`src/rtl/rle_unzigzag.sv`:
```
// Run-length expander and inverse scan feeding the 2D IDCT coefficient RAM.
// Define RLE_UNZIGZAG_ALT_SCAN_EN to add the alt_scan input (MPEG-2 alternate scan).
module rle_unzigzag #(
    parameter int LEVEL_W = 8
) (
    input  logic               clk,
    input  logic               reset,
    // A symbol transfers on a rising edge where sym_valid and sym_ready are both high;
    // the source must hold run/level/eob stable while sym_valid is high and sym_ready is low.
    input  logic               sym_valid,
    output logic               sym_ready,
    input  logic [5:0]         run,
    input  logic [LEVEL_W-1:0] level,
    input  logic               eob,
    input  logic               idct_rdy,
`ifdef RLE_UNZIGZAG_ALT_SCAN_EN
    input  logic               alt_scan,
`endif
    output logic [5:0]         iaddr,
    output logic [LEVEL_W-1:0] idata,
    output logic               iwren,
    output logic               idct_en,
    output logic               err,
    output logic               busy,
    output logic [2:0]         dbg_state
);

    typedef enum logic [2:0] {
        S_FILL    = 3'd0,
        S_FLUSH   = 3'd1,
        S_START   = 3'd2,
        S_WAIT_LO = 3'd3,
        S_WAIT_HI = 3'd4
    } state_t;

    // Scan position -> raster address.
    localparam logic [5:0] SCAN_ZZ [64] = '{
         0,  1,  8, 16,  9,  2,  3, 10, 17, 24, 32, 25, 18, 11,  4,  5,
        12, 19, 26, 33, 40, 48, 41, 34, 27, 20, 13,  6,  7, 14, 21, 28,
        35, 42, 49, 56, 57, 50, 43, 36, 29, 22, 15, 23, 30, 37, 44, 51,
        58, 59, 52, 45, 38, 31, 39, 46, 53, 60, 61, 54, 47, 55, 62, 63
    };

    state_t             state_q, state_d;
    logic [6:0]         pos_q, pos_d;
    logic [5:0]         zcnt_q, zcnt_d;
    logic               loaded_q, loaded_d;
    logic               err_q, err_d;
    logic               write_due;
    logic [LEVEL_W-1:0] wdata;

`ifdef RLE_UNZIGZAG_ALT_SCAN_EN
    localparam logic [5:0] SCAN_ALT [64] = '{
         0,  8, 16, 24,  1,  9,  2, 10, 17, 25, 32, 40, 48, 56, 57, 49,
        41, 33, 26, 18,  3, 11,  4, 12, 19, 27, 34, 42, 50, 58, 35, 43,
        51, 59, 20, 28,  5, 13,  6, 14, 21, 29, 36, 44, 52, 60, 37, 45,
        53, 61, 22, 30,  7, 15, 23, 31, 38, 46, 54, 62, 39, 47, 55, 63
    };
    logic alt_q, alt_d;
    assign iaddr = alt_q ? SCAN_ALT[pos_q[5:0]] : SCAN_ZZ[pos_q[5:0]];
`else
    assign iaddr = SCAN_ZZ[pos_q[5:0]];
`endif

    assign err       = err_q;
    assign busy      = !(state_q == S_FILL && pos_q == 7'd0);
    assign dbg_state = state_q;

    always_ff @(posedge clk or posedge reset) begin
        if (reset) begin
            state_q  <= S_WAIT_HI;
            pos_q    <= 7'd0;
            zcnt_q   <= 6'd0;
            loaded_q <= 1'b0;
            err_q    <= 1'b0;
`ifdef RLE_UNZIGZAG_ALT_SCAN_EN
            alt_q    <= 1'b0;
`endif
        end else begin
            state_q  <= state_d;
            pos_q    <= pos_d;
            zcnt_q   <= zcnt_d;
            loaded_q <= loaded_d;
            err_q    <= err_d;
`ifdef RLE_UNZIGZAG_ALT_SCAN_EN
            alt_q    <= alt_d;
`endif
        end
    end

    always_comb begin
        state_d   = state_q;
        pos_d     = pos_q;
        zcnt_d    = zcnt_q;
        loaded_d  = loaded_q;
        err_d     = err_q;
`ifdef RLE_UNZIGZAG_ALT_SCAN_EN
        alt_d     = alt_q;
`endif
        sym_ready = 1'b0;
        iwren     = 1'b0;
        idata     = '0;
        idct_en   = 1'b0;
        write_due = 1'b0;
        wdata     = '0;

        case (state_q)
            S_FILL: begin
                if (idct_rdy) begin
                    if (zcnt_q != 6'd0) begin
                        write_due = 1'b1;
                        zcnt_d    = zcnt_q - 6'd1;
                    end else if (sym_valid && eob) begin
                        sym_ready = 1'b1;
                        loaded_d  = 1'b0;
                        state_d   = S_FLUSH;
                    end else if (sym_valid && !loaded_q) begin
                        // First cycle of a symbol only captures its run; the level follows the zeros.
                        zcnt_d   = run;
                        loaded_d = 1'b1;
                    end else if (sym_valid) begin
                        write_due = 1'b1;
                        wdata     = level;
                        sym_ready = 1'b1;
                        loaded_d  = 1'b0;
                    end
                end
            end
            S_FLUSH: begin
                if (pos_q[6]) begin
                    state_d = S_START;
                end else begin
                    iwren = 1'b1;
                    pos_d = pos_q + 7'd1;
                end
            end
            S_START: begin
                idct_en = 1'b1;
                state_d = S_WAIT_LO;
            end
            S_WAIT_LO: begin
                if (!idct_rdy) state_d = S_WAIT_HI;
            end
            S_WAIT_HI: begin
                if (idct_rdy) begin
                    state_d  = S_FILL;
                    pos_d    = 7'd0;
                    zcnt_d   = 6'd0;
                    loaded_d = 1'b0;
                    err_d    = 1'b0;
`ifdef RLE_UNZIGZAG_ALT_SCAN_EN
                    alt_d    = alt_scan;
`endif
                end
            end
            default: state_d = S_WAIT_HI;
        endcase

        // Writes past the last scan position are dropped and flagged for the rest of the block.
        if (write_due) begin
            if (pos_q[6]) begin
                err_d = 1'b1;
            end else begin
                iwren = 1'b1;
                idata = wdata;
                pos_d = pos_q + 7'd1;
            end
        end
    end

endmodule

```
`config.mk`:
```
export PLATFORM = sky130hd
export DESIGN_NAME = rle_unzigzag
export DESIGN_NICKNAME = d
export VERILOG_FILES = /design/src/rtl/rle_unzigzag.sv
export SDC_FILE = /design/constraint.sdc
export NUM_CORES = 1
export LEC_CHECK = 0
export ABC_AREA = 1
export BUFFER_PORTS_ARGS = -buffer_cell sky130_fd_sc_hd__buf_2
export CAP_MARGIN = 25
export CORE_ASPECT_RATIO = 1.2
export CORE_MARGIN = 1.5
export CORE_UTILIZATION = 45
export CTS_BUF_LIST = sky130_fd_sc_hd__clkbuf_8
export CTS_CLUSTER_DIAMETER = 100
export DETAILED_ROUTE_END_ITERATION = 10
export PLACE_DENSITY = 0.69
export RECOVER_POWER = 50
export SYNTH_ARGS = -nofsm -noshare
export SYNTH_HDL_FRONTEND = slang
export SYNTH_SLANG_ARGS = --single-unit
```
`constraint.sdc`:
```
create_clock -name clk -period 2.9 [get_ports clk]
set_input_delay 0.29 -clock clk [delete_from_list [all_inputs] [get_ports clk]]
set_output_delay 0.29 -clock clk [all_outputs]
set_load 0.02 [all_outputs]
```
* Yosys cells after proc, flatten, opt, wreduce, memory -nomap -nowiden
Memory sizes are Yosys's and may differ from the RTL's. Cells that the tools add are included.
Cells by class: multiplexer cells 54, reductions and logical operators 12, magnitude comparators 1, $add $sub $neg 2, equal/unequal tests 13, bitwise logic cells 1
Operators with widths (count):
- $mux W8 | 8
- $mux W6 | 7
- $mux W7 | 4
- $mux W1 | 25
- $mux W3 | 6
- $pmux W3 S5 | 1
- $pmux W7 S2 | 1
- $pmux W6 S2 | 1
- $ne A2 B2 Y1 const B | 5
- $reduce_and A5 Y1 | 2
- $add A7 B1 Y7 const B | 1
- $ge A7 B7 Y1 const B | 1
- $logic_not A7 Y1 | 1
- $not A6 Y7 | 1
- $eq A3 B2 Y1 const B | 2
- $reduce_and A6 Y1 | 1
- $reduce_bool A6 Y1 | 1
- $sub A6 B1 Y6 const B | 1
- $ne A4 B2 Y1 const B | 1
- $eq A3 B1 Y1 const B | 1
- $eq A3 B3 Y1 const B | 1
- $logic_and A1 B1 Y1 | 3
- $logic_not A3 Y1 | 1
- $ne A3 B1 Y1 const B | 1
- 5 further kinds | 6
Word-level totals: bits in read-only memories 384, bits in registers 18, bits of input ports 19, logic and storage cells 89, memories 1, output and inout bits 22
Memory list:
- (no name shown) | words 64, bits a word 6, rd ports 1, clocked after Yosys merged registers in 0, write ports 0, RTL line 62 | assign iaddr = SCAN_ZZ[pos_q[5:0]];

* Logic depth before layout (Yosys ltp)
depth after elaboration 9, mapped depth 11, depth with buffers taken out 11

* Worst setup path before layout
OpenSTA, ideal clock, no wires.
path kind register to output, from reg pos_q[2], to out iaddr[3], arrival time 1777 ps, required time 2610 ps, stages on the path, launching flop included 9, slack 833 ps, path buffers 1, path through dfrtp_1 -> buf_4 -> clkinv_1 -> ha_1 -> or2_2 -> o21ai_0 -> nand3_1 -> o21ai_0 -> inv_1
On the way: word-level cells in the longest chain between the ends 4
RTL lines:
- from (decl) | RTL line 45 | logic [6:0] pos_q, pos_d;
- from (signal assigned) | RTL line 81 | pos_q <= pos_d;
- $not A6 Y7 (implied by the code) | RTL line 62
- $mem_v2 Z64 W6
- $mux W6 (implied by the code) (2 in series) | RTL line 62
- to (decl) | RTL line 19 | output logic [5:0] iaddr,
Every way passes these cells. The select of a mux whose other input is x is not followed.

* Worst setup path in the final report
from reg zcnt_q[0], to out iwren
On the way: word-level cells in the longest chain between the ends 5
RTL lines:
- from (decl) | RTL line 46 | logic [5:0] zcnt_q, zcnt_d;
- from (signal assigned) | RTL line 82 | zcnt_q <= zcnt_d;
- $reduce_bool A6 Y1 | RTL line 110 | if (zcnt_q != 6'd0) begin
- $mux W1 | RTL line 110
- $mux W1 | RTL line 109 | if (idct_rdy) begin
- $mux W1 | RTL line 107 | case (state_q)
- $mux W1 | RTL line 160 | if (write_due) begin
- to (decl) | RTL line 21 | output logic iwren,
Every way passes these cells.

==> results.toml <==
[cells_and_area]
diodes = 0
areaGrowthSynthToFinish_pct = 12.3
seqCellArea_um2 = 452
nFillCells = 476
drive_gt1_share_pct = 16.7
num-nets-final = 440
multiInputGateArea_mm2 = 0.00148
fin_util_pct = 53.4

[logic_synthesis]
yosysTopAreaCell = "nand2_1"
synth_top_area_share_pct = 21.2
yosys_most_used_dff = "dfrtp_1"
yosysMostFrequentCell = "nand2_1"
synthCells = 364
yosysUniqueCellTypes = 34
synth_area_leaders = "nand2_1 21%, dfrtp_1 19%, ha_1 10%"
avgSynthCellArea_um2 = 6.09
synthArstFlopShare_pct = 100
yosys_register_bits = 18
synth.cell_area_mm2 = 0.00222
synthTopCellsByCount = "125 x nand2_1, 47 x inv_1, 33 x nor2_1, 31 x o21ai_0, 27 x nand3_1"
syn_nets = 401
ys_seq_area_share_pct = 20.4
synth_edf_count = 0
yosys_warnings = 0

[routing]
via_count = 2354
antenna_left = 0
vias_per_cell = 5.12
finalWirelength_um = 5590
dr.pass1.iters = 5
avgRoutedWirePerCell_um = 12.2
drc_errors = 0
initialDrtViolationCount = 169

[sta]
finalCritPeriodShare_pct = 85.7
slew_viol_final = 0
rsz0062_at_grt = "no"
tightest_slew_ns = 0.729
slew_headroom_pct = 51.3
final.setup_skew_ns = 0.00659
fin_crit_ns = 2.48
hold_viol = 0
setup_tns_ns = 0
fmax_mhz = 402
setup_violations = 0

[worst_setup_path]
crit_required_ns = 2.61
critPathLaunchType = "register"
criticalPathCategory = "register to primary output"
reg2reg_from = "zcnt_q[0]"
cp.arrival_ns = 2.19
crit_path_end_kind = "primary output"
crit_fanout = 16
cp-startpoint = "zcnt_q[0]"

[hold_path]
hp-class = "input port to async pin"

[cts]
cts_root_buffer = "clkbuf_8"
hold_buffers = 0
cts_tree = "yes"
cts.reportedPaths.clkPinSlew_ns = 0.07
numCtsBuffers = 3
cts_setup_buffers = 0
clock_latency_ns = 0.26
ctsHtreeMaxLevel = 1
post_cts_resized = 0
clk_path_buf_depth = 2
clock-sinks = 18

[global_route]
grt_overflow_total = 0
antenna_found_initial = 0
grt.total_usage_pct = 22.1
grt_first_pass_wirelength_um = 9320
grt_max_degree = 22
grt_pass1_vias = 2094

[die]
top_level_ports = 41
die_w_um = 67.1
die_h_um = 79.9
coreArea_mm2 = 0.00466
fp-row-count = 27
design.die.area_mm2 = 0.00536
initial_core_util_pct = 47.5

[run_status]
status = "finished clean"

[power_and_ir_drop]
p_per_area_mw_per_mm2 = 1170
ir_worst_vdd_uv = 597
leakagePower_nw = 1.42

[place]
port_buffers = 40
routabilityCongestion = 0.872
dp_hpwl_um = 4350

[job]
max-cap-violations = 0
## routing by layer
layer	vias to the layer above	track usage (%)	part of all wire (%)
li1	1233	-	-
met1	1043	26.4	45
met2	67	40.2	50
met3	11	1.41	3.5
met4	0	8.37	2.0
met5	-	0	0
## stage by stage
stage	power, mW	hold slack (ns)	instances	area [um2]	setup WS (ns)
2_1_floorplan	2.21	0.228	364	2220	0.833
3_5_place_dp	2.72	0.449	456	2450	0.748
4_1_cts	2.94	0.156	460	2510	0.452
5_1_grt	3.25	0.212	460	2490	0.223
3_3_place_gp	2.70	0.442	456	2450	0.825
6_report	2.91	0.142	460	2490	0.416
## critical path, cell delays in order, from the launching register on
cell and delay [ns]:
dfrtp_1 0.39, inv_1 0.16, ha_1 0.21, nand2_2 0.06, nor2_1 0.48, nand2_4 0.10
nand3_4 0.22, nand2_1 0.14, buf_2 0.19
## sequential cells by signal, indices dropped and copies added, names as in the netlist
| signal | flops |
|---|---|
| dbg_state | 3 |
| err | 1 |
| loaded_q | 1 |
| pos_q | 7 |
| zcnt_q | 6 |
## path summary, 6_finish.rpt
kind	depth (start not counted)	slack, ns	end
max	8	0.42	iwren
min	2	0.14	zcnt_q[3]
max reg2reg	9	0.91	zcnt_q[5]
min reg2reg	2	0.50	err
max in group asynchronous	2	2.30	zcnt_q[1]
min in group clk	5	0.32	zcnt_q[2]
## cells by family after synthesis
kind of cell / share of synthesized area [%]
compound gates: 11.5
xor+xnor: 0.395
fa+ha+maj: 10.2
buf+inv: 12.0
flops: 20.4
simple gates: 45.6
## power by group
group          switching (mW)  internal, mW
Sequential              0.134         0.361
Combinational            1.47         0.737
Clock                  0.0871         0.121
Total                    1.69          1.22
## layout make-up
class                   instances  share of cell area (%)
clock buffers                   4                    2.21
multi-input cells             284                    59.5
inverters                      50                    7.55
repair buffers                 46                    9.71
well taps                      58                    2.92
flip-flops and latches         18                    18.2
## cells in the final DEF (no fill, tap or decap), types with 2 or more instances in the layout
cell type	synthesis	final
nor3_1	3	3
o211ai_1	2	2
o22ai_1	2	2
buf_2	6	37
clkbuf_1	2	3
dfrtp_1	17	17
nand4_1	6	6
inv_1	47	48
nand2_2	3	2
or2_2	2	2
nand3_1	27	27
nor2_1	33	34
clkbuf_8	0	4
ha_1	18	18
nand3b_1	3	3
nor2_4	3	3
nor3_2	8	8
nand2_1	125	126
buf_4	2	6
a21oi_1	9	9
o21ai_0	31	31
Note: power is estimated with default switching activity, not from simulation.
